--- src/rtl/pipe_pkg.sv ---
// Shared definitions for the elastic pipeline-stage register.
//   pipe_state_t          : stage occupancy state (EMPTY, ONE, TWO)
//   PIPE_CTRL_BUBBLE_DEF  : default bubble control word (all zeros, truncated to CTRL_W)
//   lane_lsb()            : lane k of a packed lane bus occupies bits [k*DATA_W +: DATA_W]
package pipe_pkg;

    typedef enum logic [1:0] {
        EMPTY = 2'd0,
        ONE   = 2'd1,
        TWO   = 2'd2
    } pipe_state_t;

    localparam logic [63:0] PIPE_CTRL_BUBBLE_DEF = '0;

    function automatic int unsigned lane_lsb(input int unsigned k, input int unsigned data_w);
        return k * data_w;
    endfunction

endpackage

--- src/rtl/pipe_entry.sv ---
// One stage entry: control word plus NLANE data lanes.
// Ports:
//   clk, reset  : clock (rising edge), asynchronous active-low reset
//   load        : capture d_ctrl/d_data on the next edge
//   clear       : load CLEAR_CTRL and zero lanes (wins over load)
//   d_ctrl/d_data : next contents
//   q_ctrl/q_data : held contents
module pipe_entry #(
    parameter int unsigned          CTRL_W     = 8,
    parameter int unsigned          DATA_W     = 8,
    parameter int unsigned          NLANE      = 5,
    parameter logic [CTRL_W-1:0]    CLEAR_CTRL = '0
) (
    input  logic                      clk,
    input  logic                      reset,
    input  logic                      load,
    input  logic                      clear,
    input  logic [CTRL_W-1:0]         d_ctrl,
    input  logic [NLANE*DATA_W-1:0]   d_data,
    output logic [CTRL_W-1:0]         q_ctrl,
    output logic [NLANE*DATA_W-1:0]   q_data
);

    always_ff @(posedge clk or negedge reset) begin
        if (!reset) begin
            q_ctrl <= CLEAR_CTRL;
            q_data <= '0;
        end else if (clear) begin
            q_ctrl <= CLEAR_CTRL;
            q_data <= '0;
        end else if (load) begin
            q_ctrl <= d_ctrl;
            q_data <= d_data;
        end
    end

endmodule

--- src/rtl/pipe_stage_skid.sv ---
// Elastic pipeline-stage register with a two-entry skid buffer.
// The main entry drives the outputs; the skid entry absorbs the one word
// that may arrive while the downstream stalls, so in_ready can be a pure
// function of state.
// Ports:
//   clk, reset            : clock (rising edge), asynchronous active-low reset
//   in_valid/in_ready     : upstream handshake (in_ready depends on state only)
//   in_ctrl/in_data       : upstream control word and packed lanes
//   flush                 : drop all held entries and the same-cycle input
//   out_valid/out_ready   : downstream handshake
//   out_ctrl/out_data     : held word; CTRL_BUBBLE / zeros while out_valid=0
//   occupancy             : number of held entries (0..2)
module pipe_stage_skid
    import pipe_pkg::*;
#(
    parameter int unsigned          CTRL_W      = 8,
    parameter int unsigned          DATA_W      = 8,
    parameter int unsigned          NLANE       = 5,
    parameter logic [CTRL_W-1:0]    CTRL_BUBBLE = CTRL_W'(PIPE_CTRL_BUBBLE_DEF)
) (
    input  logic                      clk,
    input  logic                      reset,
    input  logic                      in_valid,
    output logic                      in_ready,
    input  logic [CTRL_W-1:0]         in_ctrl,
    input  logic [NLANE*DATA_W-1:0]   in_data,
    input  logic                      flush,
    output logic                      out_valid,
    input  logic                      out_ready,
    output logic [CTRL_W-1:0]         out_ctrl,
    output logic [NLANE*DATA_W-1:0]   out_data,
    output logic [1:0]                occupancy
);

    pipe_state_t state, state_nxt;

    logic                    accept, pop;
    logic                    main_load, main_from_skid, skid_load;
    logic [CTRL_W-1:0]       main_ctrl, skid_ctrl, main_d_ctrl;
    logic [NLANE*DATA_W-1:0] main_data, skid_data, main_d_data;

    assign in_ready  = (state != TWO);
    assign out_valid = (state != EMPTY);
    assign accept    = in_valid & in_ready;
    assign pop       = out_valid & out_ready;

    always_ff @(posedge clk or negedge reset) begin
        if (!reset) state <= EMPTY;
        else        state <= state_nxt;
    end

    always_comb begin
        state_nxt      = state;
        main_load      = 1'b0;
        main_from_skid = 1'b0;
        skid_load      = 1'b0;
        case (state)
            EMPTY: begin
                if (accept) begin
                    main_load = 1'b1;
                    state_nxt = ONE;
                end
            end
            ONE: begin
                if (accept && pop) begin
                    main_load = 1'b1;
                end else if (accept) begin
                    skid_load = 1'b1;
                    state_nxt = TWO;
                end else if (pop) begin
                    state_nxt = EMPTY;
                end
            end
            TWO: begin
                if (pop) begin
                    main_load      = 1'b1;
                    main_from_skid = 1'b1;
                    state_nxt      = ONE;
                end
            end
            default: state_nxt = EMPTY;
        endcase
        // Flush overrides every transition, including a TWO-state pop.
        if (flush) begin
            state_nxt = EMPTY;
            main_load = 1'b0;
            skid_load = 1'b0;
        end
    end

    assign main_d_ctrl = main_from_skid ? skid_ctrl : in_ctrl;
    assign main_d_data = main_from_skid ? skid_data : in_data;

    pipe_entry #(
        .CTRL_W     (CTRL_W),
        .DATA_W     (DATA_W),
        .NLANE      (NLANE),
        .CLEAR_CTRL (CTRL_BUBBLE)
    ) u_main (
        .clk    (clk),
        .reset  (reset),
        .load   (main_load),
        .clear  (flush),
        .d_ctrl (main_d_ctrl),
        .d_data (main_d_data),
        .q_ctrl (main_ctrl),
        .q_data (main_data)
    );

    pipe_entry #(
        .CTRL_W     (CTRL_W),
        .DATA_W     (DATA_W),
        .NLANE      (NLANE),
        .CLEAR_CTRL (CTRL_BUBBLE)
    ) u_skid (
        .clk    (clk),
        .reset  (reset),
        .load   (skid_load),
        .clear  (flush),
        .d_ctrl (in_ctrl),
        .d_data (in_data),
        .q_ctrl (skid_ctrl),
        .q_data (skid_data)
    );

    // Stale contents never leak downstream: gate on out_valid.
    assign out_ctrl = out_valid ? main_ctrl : CTRL_BUBBLE;
    assign out_data = out_valid ? main_data : '0;

    always_comb begin
        occupancy = 2'd0;
        case (state)
            EMPTY:   occupancy = 2'd0;
            ONE:     occupancy = 2'd1;
            TWO:     occupancy = 2'd2;
            default: occupancy = 2'd0;
        endcase
    end

endmodule
--- config.mk ---
export PLATFORM = sky130hd
export DESIGN_NAME = pipe_stage_skid
export DESIGN_NICKNAME = d
export VERILOG_FILES = /design/src/rtl/pipe_pkg.sv /design/src/rtl/pipe_entry.sv /design/src/rtl/pipe_stage_skid.sv
export SDC_FILE = /design/constraint.sdc
export NUM_CORES = 1
export LEC_CHECK = 0
export BUFFER_PORTS_ARGS = -buffer_cell sky130_fd_sc_hd__buf_2
export CORE_MARGIN = 2
export CORE_UTILIZATION = 54
export CTS_CLUSTER_SIZE = 10
export DETAILED_ROUTE_END_ITERATION = 10
export GPL_ROUTABILITY_DRIVEN = 0
export MAX_ROUTING_LAYER = met4
export PLACE_DENSITY = 0.8
export SLEW_MARGIN = 5
export SYNTH_ARGS = -nofsm -noshare
export SYNTH_HDL_FRONTEND = slang
export SYNTH_SLANG_ARGS = --single-unit
--- constraint.sdc ---
create_clock -name clk -period 1.7 [get_ports clk]
set_input_delay 0.085 -clock clk [delete_from_list [all_inputs] [get_ports clk]]
set_output_delay 0.085 -clock clk [all_outputs]
set_load 0.01 [all_outputs]
==> key figures, run 1 <==
Outcome
  – Status: complete, no violations

Power and ir drop
  – P_sw: 1.26 mW
  – Leak: between 3 and 4 nW
  – Internal: ~3.9 mW
  – Total power: approximately 5.2 mW
  – Switching Share: 24.3%
  – Sequential share of power: 48.6%
  – Clock power share: a little over a third
  – Comb pwr share: between 10% and 20%
  – VDD IR max: 444 uV
  – Pwr dens: about 850 nW/um^2

Global routing
  – Antenna violations before repair: 0
  – Largest net degree at the start of global routing: 49
  – Vias in the first global route: around 3600
  – Met3 Use GR: 5.49%
  – Total GRT Usage: 24.9%
  – Met2 global-route usage: roughly two fifths
  – Most Used Layer, Global Route: met2
  – Met1 usage: roughly a third
  – Global-route wire length before repair: 18400 um
  – Total grt overflow: 0

Clock network
  – Clock sink count: between 90 and 100
  – Post-CTS Setup Repair Bufs: 0
  – Clock Path Buffers: 2
  – Later-pin clock latency in the skew report: around 0.36 ns
  – Total CTS buffers: 9
  – CTS tree: done
  – Clk slew on worst S/H paths: approximately 0.090 ns
  – CTS root buffer: clkbuf_8
  – H-tree Lvls: 3

Worst setup path
  – WS Path Type: flip-flop to output port
  – Reg-to-Reg End: u_skid.q_ctrl[3]$_DFFE_PN0P_
  – CP Capture Type: output port
  – Worst Path Arrival: 1.51 ns
  – Crit path from: state[1]$_DFFE_PN0P_
  – Crit Path Max Fanout: 23
  – Reg2reg start: state[1]$_DFFE_PN0P_
  – Worst EP required: 1.62 ns
  – CP Launch Type: flip-flop
  – CP endpoint: out_data[38]
  – FF-to-FF path depth: 4
  – FF-to-FF setup slack: 0.11 ns

Timing
  – Total negative slack: 0 ns
  – Tcrit/Tclk final: 94.1%
  – Post-layout min period: roughly 1.6 ns
  – RSZ-0062 raised after global routing: false
  – FMAX: around 630 MHz
  – Final Max Slew Viols: 0
  – Slew headroom: a little under three quarters
  – Hold slack: around 0.14 ns
  – Hold Fails Final Rpt: 0
  – Final Skew: ~0.0096 ns
  – Slew at the pin with the worst max-slew slack: about 0.43 ns
  – Final setup vio count: 0

Finish
  – ANT cells: 0
  – Area grow syn2layout: 30.5%
  – FF/Latch Area: ~2500 um^2
  – Finished Core Util: approximately three quarters
  – FILL cells: around 560
  – Share of layout cells above drive strength 1: 36.5%
  – Footprint of the multi-input gates: between 2000 and 2500 um^2
  – Layout net count: about 550
  – Finished Cell Area: 6100 um^2

Yosys
  – Count of unique library cells instantiated by Yosys: 25
  – Yosys reg bits: 98
  – EDFF count, synth: 0
  – Share of Yosys cell area claimed by the top area cell type: approximately 52%
  – Syn Std Cell Area: roughly 4700 um^2
  – Cells after Synth: around 350
  – Post-synth top cells: dfrtp_1, nor2b_1, a22o_1
  – Top_reg_cell synth: dfrtp_1
  – Yosys warns: 0
  – Sequential share of the synthesized area: between 50% and 60%
  – Post-synth top area cell: dfrtp_1
  – Syn Area/Cell: approximately 13 um^2
  – Most common cell in the netlist: dfrtp_1
  – Ys async rst share: 100%
  – Ranking of synthesized cells by area: dfrtp_1, o2bb2ai_2, a22o_1, mux2i_1, nor2b_1
  – Post-Syn Nets: between 400 and 500

Detailed routing
  – Wire length per cell: between 15 and 20 um
  – Vias per std cell: 5.70
  – DR pass1 iterations: 4
  – DRC: 0
  – Initial drt markers: ~170
  – Vias post-DR: between 3000 and 4000
  – Routed WL: roughly 11000 um
  – Routed Antenna Nets: 0

Floorplanning
  – Number of I/O pins: about 110
  – FP Rows: 33
  – Die Area: 9410 um^2
  – Starting Density: 56.3%
  – Die width: approximately 97 um
  – Core ar.: between 8000 and 9000 um^2
  – Die Span Y: 97.0 um

Placed design
  – Detailed Place HPWL: ~6900 um
  – Port buffer count: 104
  – Placed cell areas: 5340 um^2

Job
  – Maxcap violations: 0

Hold path
  – Hold Path Class: input port to flip-flop
  – Min-delay src: flush
## how the worst min path moves through the flow
| stage | to | cells after the start |
|---|---|---|
| detailed placement | u_skid.q_data[25]$_DFFE_PN0P_ | 1 |
| CTS | state[0]$_DFFE_PN0P_ | 2 |
| global route | state[0]$_DFFE_PN0P_ | 2 |
| finish | state[0]$_DFFE_PN0P_ | 2 |
| floorplan | state[0]$_DFFE_PN0P_ | 0 |
| global placement | u_skid.q_data[26]$_DFFE_PN0P_ | 1 |
## registers in the layout (all words and copies together) (netlist names)
signal	count
u_main.q_data	40
u_skid.q_ctrl	8
u_skid.q_data	40
state	2
u_main.q_ctrl	8
## cell type report
| type | count | share of cell area, % |
|---|---|---|
| clock buffer | 10 | 2.09 |
| clock inverter | 5 | 2.09 |
| inverter | 2 | 0.123 |
| multi-input combinational | 218 | 33.3 |
| sequential | 98 | 40.2 |
| tap | 105 | 2.16 |
| timing repair buffer | 171 | 20.0 |
## power groups by stage
stage	Sequential, mW	Clock, mW	Combinational (mW)
2_1_floorplan	2.54	0	0.409
5_1_grt	2.53	2.02	0.833
4_1_cts	2.52	1.92	0.767
6_report	2.52	1.90	0.769
3_3_place_gp	2.56	0	0.657
3_5_place_dp	2.56	0	0.677
## metal layers
metal | wire length, um | share of wire (%)
met5 | 0 | 0
met4 | 204 | 1.8
met3 | 533 | 4.8
met2 | 5540 | 50
met1 | 4850 | 44
## critical path: stages (launching register included)
cell and delay [ns]:
dfrtp_1 0.49, nor2_4 0.19, buf_6 0.23, nor2b_1 0.09
buf_2 0.14
## placed cells by master, fill, tap and decap left out, types with 2 or more instances in the layout
cell type,n
mux2i_1,41
o2bb2ai_2,40
nor2b_1,51
bufinv_16,4
nor2_1,8
nor3_1,8
clkbuf_8,9
o22ai_1,7
dfrtp_1,98
a22o_1,48
buf_2,103
inv_1,2
buf_12,5
dlygate4sd3_1,50
nor2_4,2
buf_4,12
## timing repair
action,in CTS,in global routing
endpoints found under the setup margin,0,22
hold endpoints to repair,80,0
gates resized for setup,0,1
hold buffers,50,0
## per-stage QoR
stage / setup slack (ns) / cells
after global routing: 0.0194 / 609
final: 0.101 / 609
after floorplan: 0.327 / 348
after CTS: 0.0254 / 609
after global placement: 0.175 / 544
after detailed placement: 0.108 / 544
## kinds of logic after synthesis
group | count (synthesis) | share of synthesized area, %
muxes | 41 | 8.78
AOI/OAI and AO/OA | 100 | 23.7
buffers and inverters | 32 | 4.71
and+or+nand+nor | 76 | 10.1
DFF | 98 | 52.5
xor gates and xnor gates | 1 | 0.188
(Power assumes the default switching activity.)
==> run 2: changes to the inputs <==
- CORE_MARGIN: 2 -> default
- RECOVER_POWER: default -> 25
==> key figures, run 2 (same netlist as run 1, synthesis figures left out) <==
Job
  – Maxcap violations: 0 (unchanged)

Worst setup path
  – CP Launch Type: flip-flop
  – WS Path Type: flip-flop to output port
  – CP Capture Type: output port
  – Worst EP required: 1.62 ns (about the same)
  – Worst Path Arrival: 1.54 ns (+0.03 ns)
  – Crit Path Max Fanout: 21 (-8.7%)

Timing
  – Slew at the pin with the worst max-slew slack: 0.884 ns (+0.459 ns)
  – Total negative slack: 0 ns (unchanged)
  – Final setup vio count: 0 (unchanged)
  – Hold Fails Final Rpt: 0 (unchanged)
  – Post-layout min period: 1.62 ns (+0.0229 ns)
  – FMAX: 616 MHz (-1.4%)
  – Final Skew: 0.00804 ns (-0.00156 ns)
  – Final Max Slew Viols: 0 (unchanged)
  – RSZ-0062 raised after global routing: false
  – Tcrit/Tclk final: 95.4% (+1.3 points)
  – Slew headroom: 41.1% (-31 points)

Global routing
  – Vias in the first global route: 3578 (-1.4%)
  – Total grt overflow: 0 (unchanged)
  – Antenna violations before repair: 0 (unchanged)
  – Largest net degree at the start of global routing: 49 (unchanged)
  – Total GRT Usage: 26.3% (+1.4 points)
  – Global-route wire length before repair: 17500 um (-4.8%)

Finish
  – Finished Cell Area: 6130 um^2 (+0.57%)
  – Layout net count: 556 (+0.54%)
  – Biggest regs: u_main.q_data x40, u_skid.q_data x40
  – ANT cells: 0 (unchanged)
  – Area grow syn2layout: 31.2%
  – Most frequent cells in the layout: buf_2, dfrtp_1, nor2b_1
  – Share of layout cells above drive strength 1: 37.1% (+0.57 points)
  – Leading cell type in the layout, fill and taps excluded: buf_2

Detailed routing
  – DRC: 0 (unchanged)
  – DR pass1 iterations: 4 (unchanged)
  – Wire length per cell: 17.7 um (-3.3%)
  – Initial drt markers: 180 (+6.5%)
  – Vias per std cell: 5.61 (-1.4%)
  – Routed WL: 10800 um (-2.9%)
  – Vias post-DR: 3436 (-0.95%)
  – Routed Antenna Nets: 0 (unchanged)

Floorplanning
  – Die Span Y: 95.0 um (-2.1%)
  – Die Area: 9030 um^2 (-4.1%)
  – Core ar.: 8300 um^2 (unchanged)
  – Number of I/O pins: 105 (unchanged)
  – Starting Density: 56.3% (unchanged)
  – Die width: 95.0 um (-2.1%)
  – FP Rows: 33 (unchanged)

Power and ir drop
  – VDD IR max: 456 uV (+2.6%)
  – Total power: 5.11 mW (-1.5%)
  – Leak: 3.21 nW (+0.73%)
  – Pwr dens: 833 nW/um^2 (-2.1%)

Placed design
  – Placed cell areas: 5390 um^2 (+0.98%)
  – Port buffer count: 104 (unchanged)
  – Detailed Place HPWL: 6830 um (-0.82%)

Clock network
  – Total CTS buffers: 9 (unchanged)
  – H-tree Lvls: 3 (unchanged)
  – Clk slew on worst S/H paths: 0.09 ns (about the same)
  – Clock Path Buffers: 2 (unchanged)
  – CTS tree: done
  – Later-pin clock latency in the skew report: 0.36 ns (about the same)
  – CTS root buffer: clkbuf_8
  – Clock sink count: 98 (unchanged)

Outcome
  – Status: complete, no violations

Hold path
  – Hold Path Class: input port to flip-flop
## run 2: cell types whose count changed in the layout (fill, tap and decap cells not counted)
cell	change
buf_12	+2
clkinv_2	+1
clkbuf_8	+1
bufinv_16	-1
clkbuf_2	+2
buf_6	+2
clkbuf_1	-1
buf_4	-3
## run 2: layer usage
layer | part of all wire [%] | GRT usage (%) | routed length [um] | vias to the layer above
met5 | 0 | - | 0 | -
met4 | 1.4 | 9.34 | 152 | 0
met3 | 3.8 | 3.11 | 416 | 16
met2 | 49 | 41.5 | 5320 | 96
met1 | 46 | 35.3 | 4920 | 1736
li1 | - | - | - | 1588
## run 2: worst paths after layout
kind | startpoint | endpoint | slack (ns) | cells after the start
worst min-delay path | flush | state[0]$_DFFE_PN0P_ | 0.13 | 2
max in group asynchronous | reset | u_skid.q_ctrl[7]$_DFFE_PN0P_ | 0.40 | 3
worst max register to register | state[0]$_DFFE_PN0P_ | u_main.q_ctrl[4]$_DFFE_PN0P_ | 0.22 | 4
worst min register to register | u_main.q_data[32]$_DFFE_PN0P_ | u_main.q_data[32]$_DFFE_PN0P_ | 0.50 | 1
min in group asynchronous | reset | u_main.q_data[25]$_DFFE_PN0P_ | 0.38 | 2
worst max-delay path | state[1]$_DFFE_PN0P_ | out_data[39] | 0.08 | 5
## run 2: layout make-up
cell class,instances,area (um^2)
clock inverter,5,103
fill,537,2170
inverter,2,7.51
sequential,98,2450
clock buffer,10,138
timing repair buffer,174,1270
multi-input combinational,218,2030
tap,105,131
## run 2: through the flow
step | cells | util [%] | hold slack [ns] | setup WS (ns)
finish | 612 | 73.9 | 0.126 | 0.0776
global route | 612 | 73.9 | 0.157 | 0.00656
CTS | 612 | 73.9 | 0.113 | 0.0554
detailed placement | 546 | 64.9 | 0.0785 | 0.225
global placement | 546 | 64.9 | 0.0661 | 0.276
floorplan | 348 | - | -0.211 | 0.327
## run 2: report_power, final
part,switching [mW],internal (mW),total [mW],leakage (nW)
registers,0.0759,2.44,2.52,1.33
clock network,0.802,1.01,1.81,0.118
logic,0.403,0.378,0.782,1.76
## run 2: timing repair
| action | 4_1_cts | 5_1_grt |
|---|---|---|
| setup endpoints to repair | 43 | 1 |
| hold buffers | 50 | 0 |
| pin swaps | 1 | 0 |
| buffers inserted | 1 | 0 |
| endpoints found under the hold margin | 83 | 0 |
| gates resized for setup | 0 | 2 |
## run 2: critical path, cell delays in order (launching register included)
cell	delay (ns)
dfrtp_1	0.42
buf_4	0.17
nor2_4	0.19
buf_12	0.19
nor2b_1	0.07
buf_2	0.14
